<file path="src/rtl/mram_access_sequencer.sv">
// MRAM access sequencer: runs one access per request (shift address/data, strobe the MRAM, optionally
// unload read data) through the STP/PTS shift modules. Every output is registered.
module mram_access_sequencer #(
  parameter int ADDR_W     = 20,
  parameter int DATA_W     = 16,
  parameter int ACCESS_CYC = 2
) (
  input  logic       clk,
  input  logic       rst_n,
  input  logic       req,
  input  logic       req_write,
  input  logic [1:0] req_be,
  output logic       busy,
  output logic       done,
  output logic       data_en,
  output logic       addr_en,
  output logic       send_data,
  output logic       load,
  output logic       data_in_from_MRAM_en,
  output logic       chip_en,
  output logic       write_en,
  output logic       out_en,
  output logic       lower_byte_en,
  output logic       upper_byte_en
);

  localparam int CW = $clog2(ADDR_W + 1);
  localparam logic [CW-1:0] CNT_ADDR = CW'(ADDR_W);
  localparam logic [CW-1:0] CNT_ACC  = CW'(ACCESS_CYC);
  localparam logic [CW-1:0] CNT_FULL = CW'(DATA_W);
  localparam logic [CW-1:0] CNT_HALF = CW'(DATA_W / 2);
  localparam logic [CW-1:0] DATA_TH  = CW'(ADDR_W - DATA_W);
  localparam logic [CW-1:0] CNT_ONE  = CW'(1);

  typedef enum logic [2:0] {
    S_IDLE, S_SHIFT, S_ACCESS, S_LOAD, S_UNLOAD, S_DONE
  } state_t;

  state_t        state, state_n;
  logic [CW-1:0] cnt, cnt_n;
  logic          wr_q, wr_n;
  logic [1:0]    be_q, be_n;
  logic          cnt_last;

  logic busy_n, done_n, data_en_n, addr_en_n, send_data_n, load_n, pts_en_n;
  logic chip_en_n, write_en_n, out_en_n, lower_n, upper_n;

  assign cnt_last = (cnt == CNT_ONE);

  always_comb begin
    state_n = state;
    cnt_n   = cnt;
    wr_n    = wr_q;
    be_n    = be_q;
    case (state)
      S_IDLE: begin
        if (req) begin
          wr_n = req_write;
          be_n = req_be;
          if (req_be == 2'b00) begin
            state_n = S_DONE;
          end else begin
            state_n = S_SHIFT;
            cnt_n   = CNT_ADDR;
          end
        end
      end
      S_SHIFT: begin
        if (cnt_last) begin
          state_n = S_ACCESS;
          cnt_n   = CNT_ACC;
        end else begin
          cnt_n = cnt - CNT_ONE;
        end
      end
      S_ACCESS: begin
        if (cnt_last) begin
          state_n = wr_q ? S_DONE : S_LOAD;
          cnt_n   = '0;
        end else begin
          cnt_n = cnt - CNT_ONE;
        end
      end
      S_LOAD: begin
        state_n = S_UNLOAD;
        cnt_n   = (be_q == 2'b11) ? CNT_FULL : CNT_HALF;
      end
      S_UNLOAD: begin
        if (cnt_last) begin
          state_n = S_DONE;
          cnt_n   = '0;
        end else begin
          cnt_n = cnt - CNT_ONE;
        end
      end
      S_DONE:  state_n = S_IDLE;
      default: state_n = S_IDLE;
    endcase
  end

  // Outputs are decoded from the upcoming state so the registers line up with the state they describe.
  always_comb begin
    busy_n      = (state_n != S_IDLE);
    done_n      = 1'b0;
    data_en_n   = 1'b0;
    addr_en_n   = 1'b0;
    send_data_n = 1'b0;
    load_n      = 1'b0;
    pts_en_n    = 1'b0;
    chip_en_n   = 1'b1;
    write_en_n  = 1'b1;
    out_en_n    = 1'b1;
    lower_n     = 1'b1;
    upper_n     = 1'b1;
    case (state_n)
      S_SHIFT: begin
        addr_en_n = 1'b1;
        data_en_n = wr_n && (cnt_n > DATA_TH);
      end
      S_ACCESS: begin
        chip_en_n   = 1'b0;
        send_data_n = 1'b1;
        write_en_n  = ~wr_n;
        out_en_n    = wr_n;
        lower_n     = ~be_n[0];
        upper_n     = ~be_n[1];
      end
      S_LOAD: begin
        chip_en_n = 1'b0;
        out_en_n  = 1'b0;
        lower_n   = ~be_n[0];
        upper_n   = ~be_n[1];
        load_n    = 1'b1;
        pts_en_n  = 1'b1;
      end
      S_UNLOAD: begin
        pts_en_n    = 1'b1;
        send_data_n = 1'b1;
      end
      S_DONE:  done_n = 1'b1;
      default: ;
    endcase
  end

  always_ff @(posedge clk or negedge rst_n) begin
    if (!rst_n) begin
      state                <= S_IDLE;
      cnt                  <= '0;
      wr_q                 <= 1'b0;
      be_q                 <= '0;
      busy                 <= 1'b0;
      done                 <= 1'b0;
      data_en              <= 1'b0;
      addr_en              <= 1'b0;
      send_data            <= 1'b0;
      load                 <= 1'b0;
      data_in_from_MRAM_en <= 1'b0;
      chip_en              <= 1'b1;
      write_en             <= 1'b1;
      out_en               <= 1'b1;
      lower_byte_en        <= 1'b1;
      upper_byte_en        <= 1'b1;
    end else begin
      state                <= state_n;
      cnt                  <= cnt_n;
      wr_q                 <= wr_n;
      be_q                 <= be_n;
      busy                 <= busy_n;
      done                 <= done_n;
      data_en              <= data_en_n;
      addr_en              <= addr_en_n;
      send_data            <= send_data_n;
      load                 <= load_n;
      data_in_from_MRAM_en <= pts_en_n;
      chip_en              <= chip_en_n;
      write_en             <= write_en_n;
      out_en               <= out_en_n;
      lower_byte_en        <= lower_n;
      upper_byte_en        <= upper_n;
    end
  end

endmodule

</file>
<file path="config.mk">
export PLATFORM = sky130hd
export DESIGN_NAME = mram_access_sequencer
export DESIGN_NICKNAME = d
export VERILOG_FILES = /design/src/rtl/mram_access_sequencer.sv
export SDC_FILE = /design/constraint.sdc
export NUM_CORES = 1
export LEC_CHECK = 0
export ABC_AREA = 1
export ABC_CLOCK_PERIOD_IN_PS = 1490
export BUFFER_PORTS_ARGS = -buffer_cell sky130_fd_sc_hd__buf_2
export CORE_MARGIN = 10
export CORE_UTILIZATION = 40
export DETAILED_ROUTE_END_ITERATION = 16
export GPL_ROUTABILITY_DRIVEN = 1
export GPL_TIMING_DRIVEN = 0
export HOLD_SLACK_MARGIN = 0.02
export SETUP_SLACK_MARGIN = 0.2
export SLEW_MARGIN = 5
export SYNTH_ARGS = -nofsm -noshare
export SYNTH_HDL_FRONTEND = slang
export SYNTH_SLANG_ARGS = --single-unit
export TNS_END_PERCENT = 1
</file>
<file path="constraint.sdc">
create_clock -name clk -period 1.49 [get_ports clk]
set_input_delay 0.298 -clock clk [delete_from_list [all_inputs] [get_ports clk]]
set_output_delay 0.298 -clock clk [all_outputs]
set_load 0.02 [all_outputs]
</file>
==> out/qor.txt, run 1 <==
I/O pins: 18
dpl hpwl: 2.03 mm
Layout Cells excl Fill: 212
Setup TNS: 0 ns
fillers: 274
Final GP Congestion: 0.784
Max Root-Sink Buffers: 2
synth top area cells: dfrtp_1, nand2_1, dfstp_2
Slew Limit Fails: 0
leading area contributor after synthesis: dfrtp_1
port buffer count: 17
DP Cell Count: 199
antenna cells: 0
fin nets: 188
most used cell, CP: nor2_4
final setup violation count: 0
largest net degree at the start of global routing: 24
Worst EP required: 1.70 ns
Vias/cell: 4.68
worst path cell trace: nor2_2, nand2_2, nor2_4, inv_4, nor2_4, nor2_4, nand2_4, nor2_4, nand2_2, nor2_2
Post-Syn Area: 1220 sq um
clk_lat worst skew: 0.30 ns
Worst Clk Skew: 0.00690 ns
CP max stage delay: 0.44 ns
TritonCTS clock tree: done
pwr dens: 2220 nW/um^2
drt pass-1 iters: 5
maximum fanout along the worst path: 6
Net Count, Synth: 157
number of CTS-inserted buffers: 3
Iter 0 DRT Violations: 30
# Max-Cap Violations: 0
Avg Inst Size Synth: 8.22 sq um
number of global-route vias before repair: 1,049
Hold Path Class: primary input to register
Post-DRT Antenna Nets: 0
top cells by count, synth: nand2_1, dfrtp_1, inv_1
Routed wire per std cell: 11.9 um
initial cell density of the core: 40.8%
Tmin final: 1.47 ns
#FFs+latches synth: 23
Worst Max-Slew Pin Slew: 0.488 ns
first-pass GRT wire length: 4.38 mm
DR DRC count: 0
ratio of cells with drive above 1 in the final layout: 44.7%
setup repair after global routing missed its margin: true
critical path capture point type: register
Clock transition at path regs: 0.13 ns
Post-synth EDFFs: 0
initial antenna violation count: 0
Root Driver: clkbuf_4
Core Rows: 20
Rel. slew slack: 67.5%
sequential area share after synthesis: 47.5%
Die Wd: 75.3 um
Final Cycle Share: 98.8%
main flop type after synthesis: dfrtp_1
# clock sinks: 23
total track usage: 10.1%
die height: 75.3 um
DR vias: 992
Syn Inst Count: 149
CP Class: register to register
Slowest-stage cell, CP: dfrtp_1
CTS H-tree depth: 1
die area: 5680 sq um
Static Leak: 0.812 nW
core area: 3000 sq um
final WL: 2.51 mm
Layout area overhead: 28.6%
CP startpoint kind: register
top-count cell post-synth: nand2_1
Post-synth ARST share: 100%
status: finished clean
Critical Path AT: 1.68 ns
Final Hold Vio Count: 0
Peak Freq: 0.679 GHz
Yosys cell types: 21
Peak supply drop: 1.09 mV
Synth top area share: 36.8%
Warnings, synthesis: 0
global route overflow: 0
==> worst max-delay path: cells and delay by family, from the launching register on <==
| kind | cells | cell delay [ns] |
|---|---|---|
| buf+inv | 1 | 0.08 |
| flops | 1 | 0.44 |
| simple gates | 9 | 0.86 |
==> stage by stage <==
| stage | total power, mW | utilization (%) | hold slack, ns | cell area, sq um | worst slack, ns |
|---|---|---|---|---|---|
| floorplan | 2.46 | - | 0.00241 | 1240 | 0.166 |
| global placement | 2.81 | 45.6 | 0.284 | 1370 | 0.0241 |
| detailed placement | 2.87 | 45.6 | 0.293 | 1370 | -0.00768 |
| CTS | 3.32 | 49.7 | 0.242 | 1490 | -0.0187 |
| global route | 3.86 | 52.5 | 0.238 | 1580 | -0.108 |
| finish | 3.50 | 52.5 | 0.264 | 1580 | 0.0171 |
==> layout make-up <==
| type | count | area, sq um | share of cell area [%] |
|---|---|---|---|
| tap | 33 | 41.3 | 2.62 |
| clock buffer | 3 | 22.5 | 1.43 |
| multi-input combinational | 101 | 628 | 39.9 |
| clock inverter | 1 | 7.51 | 0.477 |
| sequential | 23 | 584 | 37.1 |
| inverter | 25 | 101 | 6.43 |
| timing repair buffer | 26 | 190 | 12.1 |
==> state kept, by name, indices dropped and copies added, names as in the netlist <==
register	cells
cnt	5
state	3
be_q	2
addr_en	1
busy	1
chip_en	1
data_en	1
data_in_from_MRAM_en	1
done	1
load	1
lower_byte_en	1
out_en	1
send_data	1
upper_byte_en	1
wr_q	1
write_en	1
==> report_power, final <==
part,internal (mW),leakage (nW),switching [mW]
combinational,0.838,0.521,1.34
sequential,0.876,0.277,0.161
clock,0.102,0.0139,0.183
total,1.82,0.812,1.69
==> placed cells by master (no fill, tap or decap), types with 7 or more instances in the layout <==
cell type | Yosys | routed
buf_2 | 0 | 12
buf_4 | 0 | 7
dfrtp_1 | 18 | 16
inv_1 | 18 | 15
inv_2 | 5 | 8
nand2_1 | 46 | 41
nand2_2 | 4 | 8
nor2_1 | 16 | 13
==> timing repair <==
action                                 4_1_cts  5_1_grt
hold buffers                                 1        0
pin swaps                                   20       10
gates resized for setup                     16       14
setup buffers                                4        4
setup endpoints to repair                   16       24
endpoints found under the hold margin       18        0
==> cell families (layout without fill, tap and decap cells) <==
logic type / count (synthesis) / after routing / share of synthesized area [%]
AND/OR/NAND/NOR: 89 / 89 / 36.9
flip-flops: 23 / 23 / 47.5
adder cells (fa/ha/maj): 2 / 2 / 2.04
AO/OA/AOI/OAI: 10 / 10 / 5.31
buffers and inverters: 25 / 55 / 8.27
==> metal layers <==
layer  track usage, %  up-vias  routed length, um
li1                 -      508                  -
met1             10.4      474               1010
met2             18.3        8               1380
met3             2.99        2                103
met4             4.33        0                 21
met5                0        -                  0
==> path summary, 6_finish.rpt <==
| kind | from | to | slack, ns | cells past startpoint |
|---|---|---|---|---|
| max | state[1]$_DFF_PN0_ | data_en$_DFF_PN0_ | 0.02 | 10 |
| min | req_be[1] | be_q[1]$_DFF_PN0_ | 0.26 | 3 |
| max reg2reg | state[1]$_DFF_PN0_ | data_en$_DFF_PN0_ | 0.02 | 10 |
| min reg2reg | be_q[0]$_DFF_PN0_ | be_q[0]$_DFF_PN0_ | 0.54 | 2 |
| max in group asynchronous | rst_n | cnt[2]$_DFF_PN0_ | 0.66 | 2 |
| min in group asynchronous | rst_n | be_q[1]$_DFF_PN0_ | 0.47 | 2 |
Power figures use the tool's default switching activity.
==> inputs of run 2 (changes only) <==
--- a/config.mk
+++ b/config.mk
@@ -7,10 +7,10 @@
 export LEC_CHECK = 0
 export ABC_AREA = 1
 export ABC_CLOCK_PERIOD_IN_PS = 1490
-export BUFFER_PORTS_ARGS = -buffer_cell sky130_fd_sc_hd__buf_2
 export CORE_MARGIN = 10
 export CORE_UTILIZATION = 40
 export DETAILED_ROUTE_END_ITERATION = 16
+export DONT_BUFFER_PORTS = 1
 export GPL_ROUTABILITY_DRIVEN = 1
 export GPL_TIMING_DRIVEN = 0
 export HOLD_SLACK_MARGIN = 0.02
==> run 2 against run 1 <==
Net effect:
- final area fell by 12%
- critical path depth rose by 1
- largest cell class unchanged
- combinational power shrank 20%
- routed wire length shrank 4.7%
- sequential power up 11%
- worst hold slack worse by 0.14 ns
- clock skew fell by 0.0029 ns
- first-iteration DRC count decreased by 43%
- maximum frequency rose by 1.3%
- register-to-register slack better by 0.02 ns
==> out/qor.txt, run 2 (synthesized netlist as in run 1, its figures left out) <==
HP Start: req_be[0]
final WL: 2.40 mm (-4.7%)
Critical R2R Launch: cnt[1]$_DFF_PN0_
largest net degree at the start of global routing: 24 (unchanged)
Peak supply drop: 0.989 mV (-9.1%)
CP startpoint kind: register
DR DRC count: 0 (unchanged)
initial cell density of the core: 40.8% (unchanged)
total track usage: 9.26% (-0.79 points)
most frequent cells in the layout: nand2_1, inv_1, nor2_1, dfrtp_1, nand3_1
critical path capture point type: register
fin nets: 166 (-12%)
most common cell after layout, fill and taps aside: nand2_1
pwr dens: 2310 nW/um^2 (+4.0%)
Worst Clk Skew: 0.00397 ns (-0.00293 ns)
Rel. slew slack: 32.5% (-35 points)
clk_lat worst skew: 0.32 ns (+0.02 ns)
Hold Path Class: primary input to register
drt pass-1 iters: 4 (-1)
worst reg2reg endpoint: data_en$_DFF_PN0_
number of CTS-inserted buffers: 3 (unchanged)
fin util: 46.0% (-6.5 points)
Max Root-Sink Buffers: 2 (unchanged)
Hold Path Cell Cnt: 2 (-1)
Clock transition at path regs: 0.12 ns (about the same)
status: finished clean
Slew Limit Fails: 0 (unchanged)
Final Cycle Share: 97.6% (-1.3 points)
global route overflow: 0 (unchanged)
core area: 3000 sq um (unchanged)
die area: 5680 sq um (unchanged)
die height: 75.3 um (unchanged)
Core Rows: 20 (unchanged)
R2R Setup Slk: 0.04 ns (+0.02 ns)
I/O pins: 18 (unchanged)
setup repair after global routing missed its margin: true
Worst Max-Slew Pin Slew: 1.01 ns (+0.525 ns)
CP Class: register to register
first-pass GRT wire length: 4.00 mm (-8.7%)
CTS H-tree depth: 1 (unchanged)
Final Hold Vio Count: 0 (unchanged)
dpl hpwl: 1.86 mm (-8.7%)
Biggest register: cnt
Die Wd: 75.3 um (unchanged)
max reg flops: 5 (unchanged)
final setup violation count: 0 (unchanged)
Iter 0 DRT Violations: 17 (-43%)
Peak Freq: 0.688 GHz (+1.3%)
Root Driver: clkbuf_4
fillers: 301 (+9.9%)
Vias/cell: 4.72 (+0.89%)
port buffer count: 0 (-17)
Total Power: 3.19 mW (-8.9%)
ratio of cells with drive above 1 in the final layout: 31.2% (-13 points)
DR vias: 897 (-9.6%)
Worst Hold End: be_q[0]$_DFF_PN0_
antenna cells: 0 (unchanged)
TritonCTS clock tree: done
WHS: 0.121 ns (-0.143 ns)
number of global-route vias before repair: 890 (-15%)
Routed wire per std cell: 12.6 um (+6.4%)
Critical Path AT: 1.68 ns (about the same)
maximum fanout along the worst path: 5 (-1)
Final GP Congestion: 0.804 (+2.4%)
Top Registers: cnt (5), state (3), be_q (2)
# clock sinks: 23 (unchanged)
Layout area overhead: 12.7%
Worst EP required: 1.72 ns (+0.02 ns)
initial antenna violation count: 0 (unchanged)
Reg2Reg Depth: 11 (+1)
Post-DRT Antenna Nets: 0 (unchanged)
# Max-Cap Violations: 0 (unchanged)
Tmin final: 1.45 ns (-0.0194 ns)
Static Leak: 0.707 nW (-13%)
## run 2: what timing repair did
action,4_1_cts,5_1_grt
buffers inserted,3,0
hold endpoints to repair,23,0
endpoints found under the setup margin,11,37
pin swaps,4,4
gates resized for setup,3,6
hold buffers,1,0
## run 2: final cells by class
type	count	area, sq um	area share [%]
well taps	33	41.3	2.99
inverters	25	101	7.34
clock buffers	3	22.5	1.63
flip-flops and latches	23	584	42.3
repair buffers	4	35.0	2.54
multi-input cells	101	591	42.8
clock inverters	1	5.00	0.363
## run 2: worst max path at each step
stage                        from                end
4_1_cts          cnt[1]$_DFF_PN0_  data_en$_DFF_PN0_
6_report         cnt[1]$_DFF_PN0_  data_en$_DFF_PN0_
3_5_place_dp     cnt[1]$_DFF_PN0_  data_en$_DFF_PN0_
3_3_place_gp     cnt[1]$_DFF_PN0_  data_en$_DFF_PN0_
2_1_floorplan    cnt[1]$_DFF_PN0_  data_en$_DFF_PN0_
5_1_grt        state[0]$_DFF_PN0_  data_en$_DFF_PN0_
## run 2: routing by layer
metal  GRT usage (%)  vias up  wire [um]
met4            4.33        0         46
met2            16.2       11       1280
li1                -      467          -
met1            9.36      414        907
met5               0        -          0
met3            3.78        5        164
## run 2: critical path, cell delays in order (launching register included)
cell	delay [ns]
dfrtp_1	0.41
inv_2	0.08
ha_4	0.16
nand2_4	0.06
nor2_4	0.16
nor2_1	0.07
nand2_1	0.07
nand3_1	0.08
nand2_2	0.09
nor2_1	0.04
nor2_1	0.11
nor2_2	0.04
## run 2: power breakdown
group	total [mW]	leakage (nW)	internal [mW]	switching (mW)
Clock	0.289	0.0177	0.101	0.189
Sequential	1.15	0.277	0.879	0.276
Combinational	1.75	0.412	0.642	1.11
## run 2: per-stage QoR
step	area [sq um]	setup WS (ns)	TNS (ns)	cells
after floorplan	1240	0.166	0	149
after global placement	1280	0.0189	0	182
after detailed placement	1280	-0.00799	-0.00799	182
after CTS	1360	0.00262	0	190
after global routing	1380	-0.107	-0.132	190
final	1380	0.0365	0	190
